`src/rtl/fetch_ctrl_pkg.sv`:
```
// Shared definitions for the fetch sequencer: controller states, default
// geometry, the fetch buffer entry layout and a saturating-increment helper.
package fetch_ctrl_pkg;

  localparam int unsigned DefDepth  = 4;
  localparam int unsigned DefAddrW  = 64;
  localparam int unsigned DefInstrW = 32;

  typedef enum logic [1:0] {
    StWait     = 2'd0,
    StRun      = 2'd1,
    StRedirect = 2'd2
  } fetch_state_e;

  // Entry layout at the default geometry; the buffer itself stores the two
  // fields in separate arrays so it can follow non-default widths.
  typedef struct packed {
    logic [DefAddrW-1:0]  pc;
    logic [DefInstrW-1:0] instr;
  } fetch_entry_t;

  // Increment that sticks at all-ones instead of wrapping.
  function automatic logic [31:0] sat_inc32(input logic [31:0] val);
    return (val == 32'hFFFF_FFFF) ? val : val + 32'd1;
  endfunction

endpackage

```
`src/rtl/fetch_buffer.sv`:
```
// Circular in-order FIFO of {pc, instr} pairs between fetch and decode.
// Ports:
//   clk, reset           clock and synchronous active-high reset
//   flush_i              drop all entries (pointers and count to zero)
//   push_i, push_pc_i,   write an entry at the tail
//   push_instr_i
//   pop_i                retire the head entry
//   head_pc_o,           head entry, straight from registered storage
//   head_instr_o
//   count_o              number of valid entries (0..DEPTH)
// The caller guarantees no push when full and no pop when empty.
module fetch_buffer #(
  parameter int unsigned DEPTH   = 4,
  parameter int unsigned ADDR_W  = 64,
  parameter int unsigned INSTR_W = 32,
  localparam int unsigned PtrW   = $clog2(DEPTH)
) (
  input  logic               clk,
  input  logic               reset,
  input  logic               flush_i,
  input  logic               push_i,
  input  logic [ADDR_W-1:0]  push_pc_i,
  input  logic [INSTR_W-1:0] push_instr_i,
  input  logic               pop_i,
  output logic [ADDR_W-1:0]  head_pc_o,
  output logic [INSTR_W-1:0] head_instr_o,
  output logic [PtrW:0]      count_o
);

  logic [ADDR_W-1:0]  pc_q    [DEPTH];
  logic [ADDR_W-1:0]  pc_d    [DEPTH];
  logic [INSTR_W-1:0] instr_q [DEPTH];
  logic [INSTR_W-1:0] instr_d [DEPTH];
  logic [PtrW-1:0]    head_q, head_d;
  logic [PtrW-1:0]    tail_q, tail_d;
  logic [PtrW:0]      count_q, count_d;

  always_comb begin
    pc_d    = pc_q;
    instr_d = instr_q;
    head_d  = head_q;
    tail_d  = tail_q;
    count_d = count_q;
    if (flush_i) begin
      // Storage is left alone; only the bookkeeping is cleared.
      head_d  = '0;
      tail_d  = '0;
      count_d = '0;
    end else begin
      if (push_i) begin
        pc_d[tail_q]    = push_pc_i;
        instr_d[tail_q] = push_instr_i;
        tail_d          = tail_q + PtrW'(1);
      end
      if (pop_i) begin
        head_d = head_q + PtrW'(1);
      end
      count_d = count_q + {{PtrW{1'b0}}, push_i} - {{PtrW{1'b0}}, pop_i};
    end
  end

  always_ff @(posedge clk) begin
    if (reset) begin
      for (int i = 0; i < int'(DEPTH); i++) begin
        pc_q[i]    <= '0;
        instr_q[i] <= '0;
      end
      head_q  <= '0;
      tail_q  <= '0;
      count_q <= '0;
    end else begin
      pc_q    <= pc_d;
      instr_q <= instr_d;
      head_q  <= head_d;
      tail_q  <= tail_d;
      count_q <= count_d;
    end
  end

  assign head_pc_o    = pc_q[head_q];
  assign head_instr_o = instr_q[head_q];
  assign count_o      = count_q;

endmodule

```
`src/rtl/fetch_sequencer.sv`:
```
// Instruction-fetch controller. Decides each cycle whether the PC register
// advances, drives the PC restore after a backend mispredict, and buffers
// fetched {pc, instr} pairs for decode behind a valid/ready handshake.
// Ports:
//   clk, reset                          clock, synchronous active-high reset
//   fetch_address_i, fetch_instruction_i  current PC and its instruction
//   enable_pc_o                         PC register advance enable
//   need_to_restore_o, restore_point_o  PC register loads restore_point_o
//   rob_restore_i, rob_restore_pc_i     mispredict pulse and correct PC
//   decode_valid_o/instr_o/pc_o         buffer head towards decode
//   decode_ready_i                      decode accepts the head
//   stall_count_o                       saturating count of full-buffer RUN cycles
module fetch_sequencer
  import fetch_ctrl_pkg::*;
#(
  parameter int unsigned DEPTH   = DefDepth,
  parameter int unsigned ADDR_W  = DefAddrW,
  parameter int unsigned INSTR_W = DefInstrW
) (
  input  logic               clk,
  input  logic               reset,
  input  logic [ADDR_W-1:0]  fetch_address_i,
  input  logic [INSTR_W-1:0] fetch_instruction_i,
  output logic               enable_pc_o,
  output logic               need_to_restore_o,
  output logic [ADDR_W-1:0]  restore_point_o,
  input  logic               rob_restore_i,
  input  logic [ADDR_W-1:0]  rob_restore_pc_i,
  output logic               decode_valid_o,
  output logic [INSTR_W-1:0] decode_instr_o,
  output logic [ADDR_W-1:0]  decode_pc_o,
  input  logic               decode_ready_i,
  output logic [31:0]        stall_count_o
);

  localparam int unsigned CountW = $clog2(DEPTH) + 1;

  fetch_state_e      state_q, state_d;
  logic [ADDR_W-1:0] restore_q, restore_d;
  logic [31:0]       stall_cnt_q, stall_cnt_d;

  logic [CountW-1:0] count;
  logic              full;
  logic              push;
  logic              pop;

  // Full is judged on the registered count alone, so decode_ready_i never
  // reaches enable_pc_o combinationally.
  assign full = (count == CountW'(DEPTH));
  assign push = (state_q == StRun) && !rob_restore_i && !full;
  // A pop coinciding with a restore is dropped; the flush wins anyway.
  assign pop  = decode_valid_o && decode_ready_i && !rob_restore_i;

  fetch_buffer #(
    .DEPTH   (DEPTH),
    .ADDR_W  (ADDR_W),
    .INSTR_W (INSTR_W)
  ) u_fetch_buffer (
    .clk          (clk),
    .reset        (reset),
    .flush_i      (rob_restore_i),
    .push_i       (push),
    .push_pc_i    (fetch_address_i),
    .push_instr_i (fetch_instruction_i),
    .pop_i        (pop),
    .head_pc_o    (decode_pc_o),
    .head_instr_o (decode_instr_o),
    .count_o      (count)
  );

  always_comb begin
    state_d     = state_q;
    restore_d   = restore_q;
    stall_cnt_d = stall_cnt_q;

    unique case (state_q)
      StWait:     state_d = rob_restore_i ? StRedirect : StRun;
      StRun:      state_d = rob_restore_i ? StRedirect : StRun;
      StRedirect: state_d = rob_restore_i ? StRedirect : StRun;
      default:    state_d = StWait;
    endcase

    if (rob_restore_i) begin
      restore_d = rob_restore_pc_i;
    end

    if ((state_q == StRun) && full && !rob_restore_i) begin
      stall_cnt_d = sat_inc32(stall_cnt_q);
    end
  end

  always_ff @(posedge clk) begin
    if (reset) begin
      state_q     <= StWait;
      restore_q   <= '0;
      stall_cnt_q <= '0;
    end else begin
      state_q     <= state_d;
      restore_q   <= restore_d;
      stall_cnt_q <= stall_cnt_d;
    end
  end

  assign enable_pc_o       = push;
  assign need_to_restore_o = (state_q == StRedirect);
  assign restore_point_o   = restore_q;
  assign decode_valid_o    = (count != '0);
  assign stall_count_o     = stall_cnt_q;

endmodule
```
`config.mk`:
```
export PLATFORM = sky130hd
export DESIGN_NAME = fetch_sequencer
export DESIGN_NICKNAME = d
export VERILOG_FILES = /design/src/rtl/fetch_ctrl_pkg.sv /design/src/rtl/fetch_buffer.sv /design/src/rtl/fetch_sequencer.sv
export SDC_FILE = /design/constraint.sdc
export NUM_CORES = 1
export LEC_CHECK = 0
export ABC_CLOCK_PERIOD_IN_PS = 3800
export CAP_MARGIN = 20
export CORE_ASPECT_RATIO = 0.5
export CORE_UTILIZATION = 40
export CTS_CLUSTER_SIZE = 10
export DETAILED_ROUTE_END_ITERATION = 7
export HOLD_SLACK_MARGIN = 0.03
export PLACE_DENSITY_LB_ADDON = 0.08
export SLEW_MARGIN = 20
export SYNTH_ARGS = -nofsm -noshare
export SYNTH_HDL_FRONTEND = slang
export SYNTH_SLANG_ARGS = --single-unit
```
`constraint.sdc`:
```
create_clock -name clk -period 3.8 [get_ports clk]
set_input_delay 0.76 -clock clk [delete_from_list [all_inputs] [get_ports clk]]
set_output_delay 0.76 -clock clk [all_outputs]
set_load 0.05 [all_outputs]
```
# Word-level counts from Yosys, hierarchy flattened
# Index checks and enable logic that the tools add are counted.
[totals] regBits=489 input_bits=164 wordCells=60
[classes] mux=13 magnitude_cmp=3 eq_ne=4 addsub=5 n_reduce_logical=16 bitwise=5
[ops] operator="bitwise mux 256 bit" count=1
[ops] operator="2-to-1 mux 64 bit" count=3
[ops] operator="binary-select mux 64 bit (select 2 bit)" count=1
[ops] operator="bitwise mux 128 bit" count=1
[ops] operator="demux 64 bit (select 2 bit)" count=1
[ops] operator="2-to-1 mux 32 bit" count=3
[ops] operator="binary-select mux 32 bit (select 2 bit)" count=1
[ops] operator="demux 32 bit (select 2 bit)" count=1
[ops] operator="adder 32 x 1 -> 32 bit, second input constant" count=1
[ops] operator="equality test 32 bit, second input constant" count=1
[ops] operator="logical AND 1 bit" count=7
[ops] operator="greater-or-equal comparator 3 bit, second input constant" count=2
[ops] operator="inverter 2 -> 3 bit" count=2
[ops] operator="adder 2 x 1 -> 2 bit, second input constant" count=2
[ops] operator="AND reduction 2 bit" count=2
[ops] operator="OR reduction 2 bit" count=2
[ops] operator="adder 3 x 1 -> 3 bit" count=1
[ops] operator="equality test 3 bit, second input constant" count=1
[ops] operator="less-than comparator 3 x 1 -> 1 bit, second input constant" count=1
[ops] operator="inverter 1 bit" count=3
[ops] operator="nonzero test 3 bit" count=1
[ops] operator="OR reduction 3 bit" count=1
[ops] operator="subtractor 3 x 1 -> 3 bit" count=1
[ops] operator="equality test 2 x 1 -> 1 bit, second input constant" count=1
[ops] operator="other kinds (4)" count=5

# Logic depth before layout (Yosys ltp)
# Gate-level depths: netlist (run 1).
[depth] depth_word=6 mapped_depth=10 depth_no_buf=10

# By module
# A second synthesis (run 1) with hierarchy kept.
[hier_totals] hier_cells=1943 area_unflattened_um2=21913.5
[modules_own_cells] module="fetch_buffer" area_each_um2=17812.1 instances=1 cells_per_inst=1507
[modules_own_cells] module="fetch_sequencer" area_each_um2=4101.4 instances=1 cells_per_inst=436

# Worst setup path before layout (run 1)
# No wires, ideal clock.
[synth_timing] path_type="input port to flip-flop" start="in rob_restore_i" end="reg u_fetch_buffer.count_q[2] (netlist: u_fetch_buffer.count_o[2])" path_buffers=1 t_arrival_ns=2.627 required_time_ns=3.676 path_slack_ns=1.048 stages=9 path_cell_list="or3b_4 > nor2b_1 > buf_2 > ha_1 > inv_1 > fa_1 > xor2_1 > xnor2_1 > nor2_1"
[synth_via] elab_chain_len=5 elab_cells_between_ends=7 classes_between="2 x add/sub; 5 x reduce/logical"
[synth_rtl] element="start: declaration" line="fetch_sequencer.sv:27" source="input logic rob_restore_i,"
[synth_rtl] element="zero test 1 bit" line="fetch_sequencer.sv:50" source="assign push = (state_q == StRun) && !rob_restore_i && !full;"
[synth_rtl] element="logical AND 1 bit (2 in series)" line="fetch_sequencer.sv:50"
[synth_rtl] element="via enable_pc_o" line="fetch_sequencer.sv:24" source="output logic enable_pc_o,"
[synth_rtl] element="adder 3 x 1 -> 3 bit" line="fetch_buffer.sv:58" source="count_d = count_q + {{PtrW{1'b0}}, push_i} - {{PtrW{1'b0}}, pop_i};"
[synth_rtl] element="subtractor 3 x 1 -> 3 bit" line="fetch_buffer.sv:58"
[synth_rtl] element="end signal: assignment" line="fetch_buffer.sv:76" source="count_q <= count_d;"
[synth_rtl] element="end: declaration" line="fetch_buffer.sv:36" source="logic [PtrW:0] count_q, count_d;"
# The timed path passes the listed nets, and every way through them passes these cells.
# A chain may end at the register's enable or synchronous reset.

# Worst setup path in the final report (run 1)
[layout_timing] start="reg u_fetch_buffer.head_q[0]" end="out decode_instr_o[10]"
[layout_via] elab_chain_len=4
[layout_rtl] element="start: declaration" line="fetch_buffer.sv:34" source="logic [PtrW-1:0] head_q, head_d;"
[layout_rtl] element="start signal: assignment" line="fetch_buffer.sv:68" source="head_q <= '0;"
[layout_rtl] element="start signal: assignment" line="fetch_buffer.sv:74" source="head_q <= head_d;"
[layout_rtl] element="inverter 2 -> 3 bit (implied by the code)" line="fetch_buffer.sv:81" source="assign head_instr_o = instr_q[head_q];"
[layout_rtl] element="binary-select mux 32 bit (select 2 bit)" line="fetch_buffer.sv:81"
[layout_rtl] element="2-to-1 mux 32 bit (implied by the code) (2 in series)" line="fetch_buffer.sv:81"
[layout_rtl] element="end: declaration" line="fetch_sequencer.sv:30" source="output logic [INSTR_W-1:0] decode_instr_o,"
# No other way between the ends. The select of a mux whose other input is x is not followed.

==> flow_summary_export.csv, run 1 <==
group,metric,value,unit
detailed_routing,drc,0,
sta,timing.final.crit_period,3.54,ns
setup_path,worst-endpoint-arrival,2.78,ns
power,p_per_area,425,nW/um2
finish,n_fill_cell,4552,
detailed_routing,drt_first_iter_violations,1064,
run_status,status,"finished clean",
die,chipHeight,159,um
grt,grt_first_pass_wirelength,91400,um
finish,seq_area,9800,um2
sta,timing.fmax,0.283,GHz
finish,syn2layout_area_growth,28.4,%
yosys,syn-num-nets,2406,
sta,max_slew_margin,32.8,%
cts,worst_setup_hold_path_clk_slew,0.06,ns
detailed_routing,vias_per_cell,5.17,
die,initial_core_util,40.6,%
setup_path,slowest_delay,0.72,ns
min_path,timing.hold.worst.class,"reg2reg",
power,power_leakage,8.42,nW
yosys,synth_top_cells_by_area,"sky130_fd_sc_hd__dfxtp_1 50%, sky130_fd_sc_hd__nand2_1 15%, sky130_fd_sc_hd__mux4_2 11%, sky130_fd_sc_hd__a21oi_1 10%, sky130_fd_sc_hd__mux2i_1 3.3%",
cts,postCtsHoldBufs,0,
setup_path,start_kind,"flip-flop",
power,max-vdd-ir-drop,0.000319,V
cts,post_cts_repair_timing_setup_buffer_count,0,
finish,multi_input_comb_area,9170,um2
grt,antenna_violations_before_repair,4,
cts,clock_network_latency_to_the_later_pin_of_the_worst_skew_pair,0.58,ns
grt,largest_net_degree_at_the_start_of_global_routing,97,
die,die_span_in_x,316,um
setup_path,cpLargestDelayFamily,"buffers and inverters",
sta,slew_viol_final,0,
cts,cts_resized,0,
cts,cts_max_level,2,
yosys,postSynth.asyncResetShare,0,%
finish,stdcell_count,3164,
yosys,synth_warnings,0,
yosys,synth_area_leader_cell,"sky130_fd_sc_hd__dfxtp_1",
place,dpl.cell_count,3100,
setup_path,critical_path.endpoint_type,"output pin",
grt,number_of_global_route_vias_before_repair,15900,
sta,worstMarginPinSlew,1.01,ns
yosys,synthCells,2234,
grt,grt_usage,22.8,%
die,std_cell_rows,57,
sta,rsz_0062_raised_after_global_routing,"no",
cts,cts_sink_count,489,
yosys,syn_avg_cell_area,8.83,um2
sta,skew,0.0192,ns
detailed_routing,drt-total-wl,58000,um
die,boundaryPins,359,
setup_path,critPathRequiredTime,3.04,ns
die,design.die.area,50300,um2
sta,setup-tns-final,0,ns
cts,cts_tree,"yes",
setup_path,path_max_fanout,45,
cts,cts_buffer_depth,3,
yosys,post_synth_instance_area,19700,um2
detailed_routing,drt_pass_1_iters,5,
yosys,synth.distinct_cells,48,
finish,drive_above_1_share,8.60,%
place,place_hpwl,35500,um
detailed_routing,wire_per_inst,18.3,um
yosys,synth_top_flop_cell,"sky130_fd_sc_hd__dfxtp_1",
setup_path,crit_path_cell_chain,"buf_12, mux4_2, clkdlybuf4s50_1",
cts,cts_made_buffers,54,
flow_run,timing.max_cap.violations,0,
yosys,netlist_top_cells_count,"787 x sky130_fd_sc_hd__nand2_1, 489 x sky130_fd_sc_hd__dfxtp_1, 409 x sky130_fd_sc_hd__a21oi_1",
grt,grt-ovfl-total,0,
place,numPortBuffers,358,
yosys,seq_area_frac_synth,49.6,%
yosys,postSynthRegisterBits,489,
sta,final.period_utilization,93.1,%
sta,timing.final.setup_violations,0,
setup_path,cp.buffers_inverters,2,
setup_path,worstSetupPathType,"reg2out",
die,fp.coreArea,48600,um2
yosys,synth_enable_flop_cells,0,
place,gp_congestion,0.769,
finish,design.final.nets,2679,
detailed_routing,vias,16400,
yosys,synth.top_cell.area_share,49.6,%
detailed_routing,drt.antenna.violating_nets,0,
cts,clockRootBuffer,"sky130_fd_sc_hd__clkbuf_16",
yosys,yosys.cell_count.top_type,"sky130_fd_sc_hd__nand2_1",
setup_path,critPathSlowestCell,"sky130_fd_sc_hd__clkdlybuf4s50_1",
sta,hold_viol,0,
metal layers:
metal	global-route usage [%]	up-vias	part of all wire (%)
met4	4.94	0	1.5
met3	4.71	65	5.5
met1	30.1	7865	44
li1	-	8046	-
met5	0	-	0
met2	38.5	376	49
registers in the layout, summed over array words and instances, names as in the netlist:
register and count:
u_fetch_buffer.instr_q 128, state_q 2, u_fetch_buffer.tail_q 2, u_fetch_buffer.count_o 3, u_fetch_buffer.pc_q 256, stall_count_o 32, restore_point_o 64, u_fetch_buffer.head_q 2
placed cells by master (no fill, tap or decap), drive strengths merged, types with 2 or more instances in the layout:
cell,count
a21oi,409
and2,4
and3,4
and4,4
buf,35
clkbuf,60
clkdlybuf4s50,355
dfxtp,489
diode,4
ha,7
inv,9
mux2,2
mux2i,66
mux4,96
nand2,788
nand3,10
nand4,9
nor2,82
nor2b,4
nor4,4
o21ai,14
o31ai,11
or2,2
or3,16
or3b,3
or4,9
xnor2,3
xor2,7
stage by stage:
stage	hold slack, ns	area, um2	setup slack, ns	utilization [%]	power (mW)
after global placement	0.439	23900	0.837	49.2	6.29
after CTS	0.451	25300	0.188	52.1	10.9
final	0.451	25300	0.262	52.2	10.8
after detailed placement	0.443	23900	0.826	49.2	6.29
after floorplan	0.433	19700	1.05	-	5.85
after global routing	0.465	25300	0.120	52.2	11.2
path summary, 6_finish.rpt:
check	from	end	slack [ns]	depth (start not counted)
setup / recovery	u_fetch_buffer.head_q[0]	decode_instr_o[10]	0.26	3
hold / removal	u_fetch_buffer.pc_q[44]	u_fetch_buffer.pc_q[44]	0.45	2
setup reg to reg	stall_count_o[24]	stall_count_o[17]	1.24	5
hold reg to reg	u_fetch_buffer.pc_q[44]	u_fetch_buffer.pc_q[44]	0.45	2
final cells by class:
class | instances | area share (%)
diodes | 4 | 0.0395
clock buffers | 60 | 5.68
inverters | 9 | 0.133
multi-input cells | 1563 | 36.2
flip-flops and latches | 489 | 38.7
well taps | 649 | 3.21
repair buffers | 390 | 16.1
worst register-to-register path: cells and delay by family, from the launching register on:
kind          cells  cell delay, ns
flops             1            0.48
mux               1            0.31
simple gates      4            1.64
logic make-up (layout without fill, tap and decap cells):
logic type	Yosys count	after routing	share of synthesized area (%)
simple gates	943	943	19.3
flops	489	489	49.6
compound gates	438	438	11.5
buf+inv	182	459	4.10
mux	164	164	14.4
xor+xnor	10	10	0.444
fa+ha+maj	8	8	0.546
other cells	0	4	0
where the power goes:
part | internal, mW | total [mW] | switching (mW)
combinational | 0.380 | 0.938 | 0.558
clock | 2.62 | 4.59 | 1.97
sequential | 5.20 | 5.24 | 0.0398
total | 8.20 | 10.8 | 2.57
(Power assumes the default switching activity.)
==> run 2: changes to the inputs <==
- GPL_TIMING_DRIVEN: default -> 0
==> flow_summary_export.csv, run 2 (same netlist as run 1, synthesis figures left out) <==
group,metric,value,unit
run_status,status,"finished clean",
die,std_cell_rows,57,
cts,postCtsHoldBufs,0,
min_path,timing.hold.worst.class,"reg2reg",
cts,cts_made_buffers,54,
setup_path,crit_path_cell_chain,"clkdlybuf4s50_1, or3b_4, nor2b_1, buf_2, clkdlybuf4s15_1",
place,dpl.cell_count,3240,
sta,worstMarginPinSlew,0.904,ns
power,max-vdd-ir-drop,0.000322,V
place,place_hpwl,43200,um
cts,post_cts_repair_timing_setup_buffer_count,0,
setup_path,worstRegToRegCells,8,
grt,antenna_violations_before_repair,2,
die,design.die.area,50300,um2
cts,clock_network_latency_to_the_later_pin_of_the_worst_skew_pair,0.59,ns
cts,cts_max_level,2,
die,die_span_in_x,316,um
setup_path,cp.buffers_inverters,3,
grt,grt-ovfl-total,0,
cts,worst_setup_hold_path_clk_slew,0.05,ns
grt,number_of_global_route_vias_before_repair,16700,
finish,n_fill_cell,4621,
setup_path,slowest_delay,0.61,ns
die,fp.coreArea,48600,um2
sta,timing.final.crit_period,3.71,ns
grt,largest_net_degree_at_the_start_of_global_routing,14,
die,chipHeight,159,um
min_path,hold_depth,2,
sta,skew,0.0175,ns
setup_path,worst-endpoint-arrival,2.95,ns
sta,hold_viol,0,
grt,grt_usage,24.7,%
setup_path,critical_path.endpoint_type,"output pin",
finish,drive_above_1_share,9.37,%
grt,grt_first_pass_wirelength,96600,um
cts,cts_tree,"yes",
flow_run,timing.max_cap.violations,0,
sta,timing.final.setup_violations,0,
detailed_routing,drt_pass_1_iters,5,
detailed_routing,vias,17100,
detailed_routing,drt-total-wl,62900,um
setup_path,total_stage_count_of_the_critical_path,5,
sta,final.period_utilization,97.6,%
setup_path,worstSetupPathType,"in2out",
detailed_routing,drt.antenna.violating_nets,0,
detailed_routing,vias_per_cell,5.19,
finish,largest_register_ff_count,256,
sta,slew_viol_final,0,
die,boundaryPins,359,
detailed_routing,drc,0,
sta,setup-tns-final,0,ns
setup_path,critPathSlowestCell,"sky130_fd_sc_hd__clkdlybuf4s15_1",
setup_path,start_kind,"input pin",
detailed_routing,drt_first_iter_violations,1024,
sta,max_slew_margin,39.7,%
finish,syn2layout_area_growth,29.6,%
finish,stdcell_count,3297,
cts,clockRootBuffer,"sky130_fd_sc_hd__clkbuf_16",
place,gp_congestion,0.807,
place,numPortBuffers,357,
power,power_leakage,8.92,nW
cts,cts_resized,56,
power,p_per_area,423,nW/um2
finish,design.final.nets,2817,
cts,cts_buffer_depth,3,
sta,timing.fmax,0.270,GHz
setup_path,critPathRequiredTime,3.04,ns
die,initial_core_util,40.6,%
finish,layout.cells.most_common_list,"787 x sky130_fd_sc_hd__nand2_1, 488 x sky130_fd_sc_hd__dfxtp_1, 409 x sky130_fd_sc_hd__a21oi_1",
finish,registers.top_by_ff_count,"u_fetch_buffer.pc_q",
detailed_routing,wire_per_inst,19.1,um
cts,cts_sink_count,489,
setup_path,cpLargestDelayFamily,"buffers and inverters",
finish,final_common_cell,"sky130_fd_sc_hd__nand2_1",
sta,rsz_0062_raised_after_global_routing,"no",
setup_path,path_max_fanout,11,
## run 2: changes by cell type in the layout (fill, tap and decap cells not counted), sizes merged, moves of 4 or more
cell           change
buf               +42
dlymetal6s2s      +11
clkdlybuf4s15      +4
clkbuf            +89
dlygate4sd2       +31
clkdlybuf4s50     -41
## run 2: metal layers
layer | global-route usage, % | vias up | part of all wire (%)
met5 | 0 | - | 0
met4 | 5.62 | 0 | 1.9
met1 | 32.4 | 8190 | 43
met3 | 5.16 | 82 | 6.6
li1 | - | 8322 | -
met2 | 41.5 | 511 | 49
## run 2: layout make-up
cell class | count | area, um2 | share of cell area [%]
sequential | 489 | 9790 | 38.3
multi-input combinational | 1563 | 9130 | 35.7
timing repair buffer | 357 | 3560 | 13.9
clock buffer | 58 | 1430 | 5.59
buffer | 171 | 812 | 3.18
tap | 649 | 812 | 3.18
inverter | 9 | 33.8 | 0.132
antenna | 1 | 2.50 | 0.00979
## run 2: final timing paths
check,start,endpoint,slack (ns)
worst max-delay path,rob_restore_i,enable_pc_o,0.09
worst min register to register,u_fetch_buffer.instr_q[48],u_fetch_buffer.instr_q[48],0.45
worst min-delay path,u_fetch_buffer.instr_q[48],u_fetch_buffer.instr_q[48],0.45
worst max register to register,u_fetch_buffer.count_o[1],u_fetch_buffer.instr_q[89],1.24
## run 2: metrics by stage
| stage | power, mW | hold WS [ns] | area (um2) | utilization, % | setup WS (ns) |
|---|---|---|---|---|---|
| floorplan | 5.85 | 0.433 | 19700 | - | 1.05 |
| global placement | 6.33 | 0.438 | 24100 | 49.6 | -0.207 |
| detailed placement | 6.33 | 0.443 | 24100 | 49.6 | -0.259 |
| CTS | 10.9 | 0.451 | 25600 | 52.6 | 0.0000207 |
| global route | 11.2 | 0.463 | 25600 | 52.6 | 0.00277 |
| finish | 10.8 | 0.450 | 25600 | 52.6 | 0.0913 |
## run 2: tightest hold or removal path, delay by kind of cell (launching register included)
kind | cells | cell delay, ns
and+or+nand+nor | 1 | 0.05
DFF | 1 | 0.30
AOI/OAI and AO/OA | 1 | 0.05
## run 2: where the power goes
part           switching, mW  internal (mW)
clock                   1.99           2.61
sequential            0.0396           5.20
combinational          0.602          0.370
total                   2.63           8.18
==> run 3: changes to the inputs <==
- CORE_MARGIN: default -> 3
==> flow_summary_export.csv, run 3 (same netlist as run 1, synthesis figures left out) <==
group,metric,value,unit
cts,cts_sink_count,489,
sta,skew,0.0167,ns
setup_path,critical_path.endpoint_type,"output pin",
power,cell_internal_pwr,8.18,mW
sta,final.period_utilization,97.6,%
setup_path,critPathRequiredTime,3.04,ns
sta,timing.final.setup_violations,0,
power,power_leakage,8.85,nW
finish,registers.top_by_ff_count,"u_fetch_buffer.pc_q",
die,chipHeight,163,um
cts,clock_network_latency_to_the_later_pin_of_the_worst_skew_pair,0.58,ns
power,net-switching-power,2.66,mW
detailed_routing,vias,17000,
cts,clockRootBuffer,"sky130_fd_sc_hd__clkbuf_16",
die,die_span_in_x,320,um
sta,hold_viol,0,
die,fp.coreArea,47800,um2
min_path,timing.hold.worst.class,"reg2reg",
sta,timing.final.crit_period,3.71,ns
run_status,status,"finished clean",
setup_path,start_kind,"flip-flop",
min_path,hold_depth,2,
cts,worst_setup_hold_path_clk_slew,0.06,ns
cts,cts_tree,"yes",
die,boundaryPins,359,
sta,worstMarginPinSlew,1.01,ns
power,max-vdd-ir-drop,0.000292,V
detailed_routing,drt.antenna.violating_nets,0,
sta,max_slew_margin,33.0,%
sta,timing.fmax,0.270,GHz
grt,antenna_violations_before_repair,3,
detailed_routing,drt_first_iter_violations,1232,
grt,grt_usage,23.6,%
die,initial_core_util,41.3,%
detailed_routing,drt_pass_1_iters,5,
setup_path,path_max_fanout,10,
die,design.die.area,52200,um2
power,part_of_the_total_power_dissipated_in_sequential_elements,48.4,%
finish,n_fill_cell,4504,
finish,largest_register_ff_count,256,
grt,grt_first_pass_wirelength,96600,um
detailed_routing,vias_per_cell,5.18,
finish,layout.cells.most_common_list,"787 x sky130_fd_sc_hd__nand2_1, 488 x sky130_fd_sc_hd__dfxtp_1, 409 x sky130_fd_sc_hd__a21oi_1",
finish,syn2layout_area_growth,29.5,%
place,gp_congestion,0.785,
finish,design.final.nets,2817,
detailed_routing,wire_per_inst,19.2,um
setup_path,worstSetupPathType,"reg2out",
place,dpl_worst_slack,-0.296,ns
finish,design_area_final,25500,um2
grt,largest_net_degree_at_the_start_of_global_routing,14,
place,place_hpwl,43200,um
setup_path,worst-endpoint-arrival,2.95,ns
power,total_power,10.8,mW
place,numPortBuffers,357,
cts,cts_made_buffers,54,
detailed_routing,drc,0,
finish,drive_above_1_share,9.37,%
cts,cts_buffer_depth,3,
power,p_clk_share,42.7,%
sta,rsz_0062_raised_after_global_routing,"no",
grt,number_of_global_route_vias_before_repair,16800,
power,p_per_area,424,nW/um2
sta,setup-tns-final,0,ns
detailed_routing,drt-total-wl,63000,um
place,placement.cell_area,24100,um2
cts,postCtsHoldBufs,0,
cts,cts_max_level,2,
sta,postLayoutSetupSlackWorst,0.0895,ns
flow_run,timing.max_cap.violations,0,
setup_path,worstRegToRegCells,8,
finish,final_common_cell,"sky130_fd_sc_hd__nand2_1",
grt,grt-ovfl-total,0,
die,std_cell_rows,56,
power,power.switching_fraction,24.5,%
sta,slew_viol_final,0,
power,combinationalPowerShare,8.9,%
==> run 3: worst paths after layout <==
path | from | endpoint | slack [ns]
max reg2reg | u_fetch_buffer.count_o[1] | u_fetch_buffer.instr_q[94] | 1.27
min | u_fetch_buffer.pc_q[195] | u_fetch_buffer.pc_q[195] | 0.45
max | u_fetch_buffer.head_q[1] | decode_instr_o[22] | 0.09
min reg2reg | u_fetch_buffer.pc_q[195] | u_fetch_buffer.pc_q[195] | 0.45
==> run 3: cell type report <==
type	count	area, um2	area share [%]
Sequential cell	489	9790	38.3
Clock buffer	58	1430	5.60
Inverter	9	33.8	0.132
Antenna cell	2	5.00	0.0196
Timing Repair Buffer	357	3550	13.9
Buffer	171	806	3.16
Tap cell	638	798	3.13
Multi-Input combinational cell	1563	9130	35.7
==> run 3: power groups by stage <==
stage	combinational (mW)	clock [mW]	sequential [mW]
final	0.968	4.63	5.24
after global routing	1.03	4.94	5.25
after CTS	0.977	4.74	5.24
after detailed placement	0.981	0	5.35
after global placement	0.982	0	5.35
after floorplan	0.362	0	5.48
==> run 3: per-layer routing <==
metal | global-route usage [%] | share of wire, % | wire length, um | up-vias
li1 | - | - | - | 8324
met1 | 29.9 | 43 | 27000 | 8116
met2 | 41.1 | 49 | 30600 | 484
met3 | 5.89 | 6.8 | 4310 | 88
met4 | 5.11 | 1.8 | 1120 | 2
met5 | 0 | 0.021 | 13 | -
==> run 3: what timing repair did <==
action,in CTS,in global routing
resized for setup,56,20
endpoints found under the setup margin,97,42
buffers inserted,0,0
pin swaps,0,0
==> run 3: metrics by stage <==
step                      utilization [%]  instances  hold WS [ns]
after CTS                            53.4       3285         0.451
final                                53.4       3287         0.451
after detailed placement             50.4       3229         0.443
after global routing                 53.4       3287         0.466
after global placement               50.4       3229         0.438
after floorplan                         -       2234         0.433
==> run 3: critical path, cell delays in order (launching register included) <==
cell	delay, ns
sky130_fd_sc_hd__dfxtp_1	0.58
sky130_fd_sc_hd__buf_1	0.60
sky130_fd_sc_hd__mux4_2	0.37
sky130_fd_sc_hd__clkdlybuf4s50_1	0.81
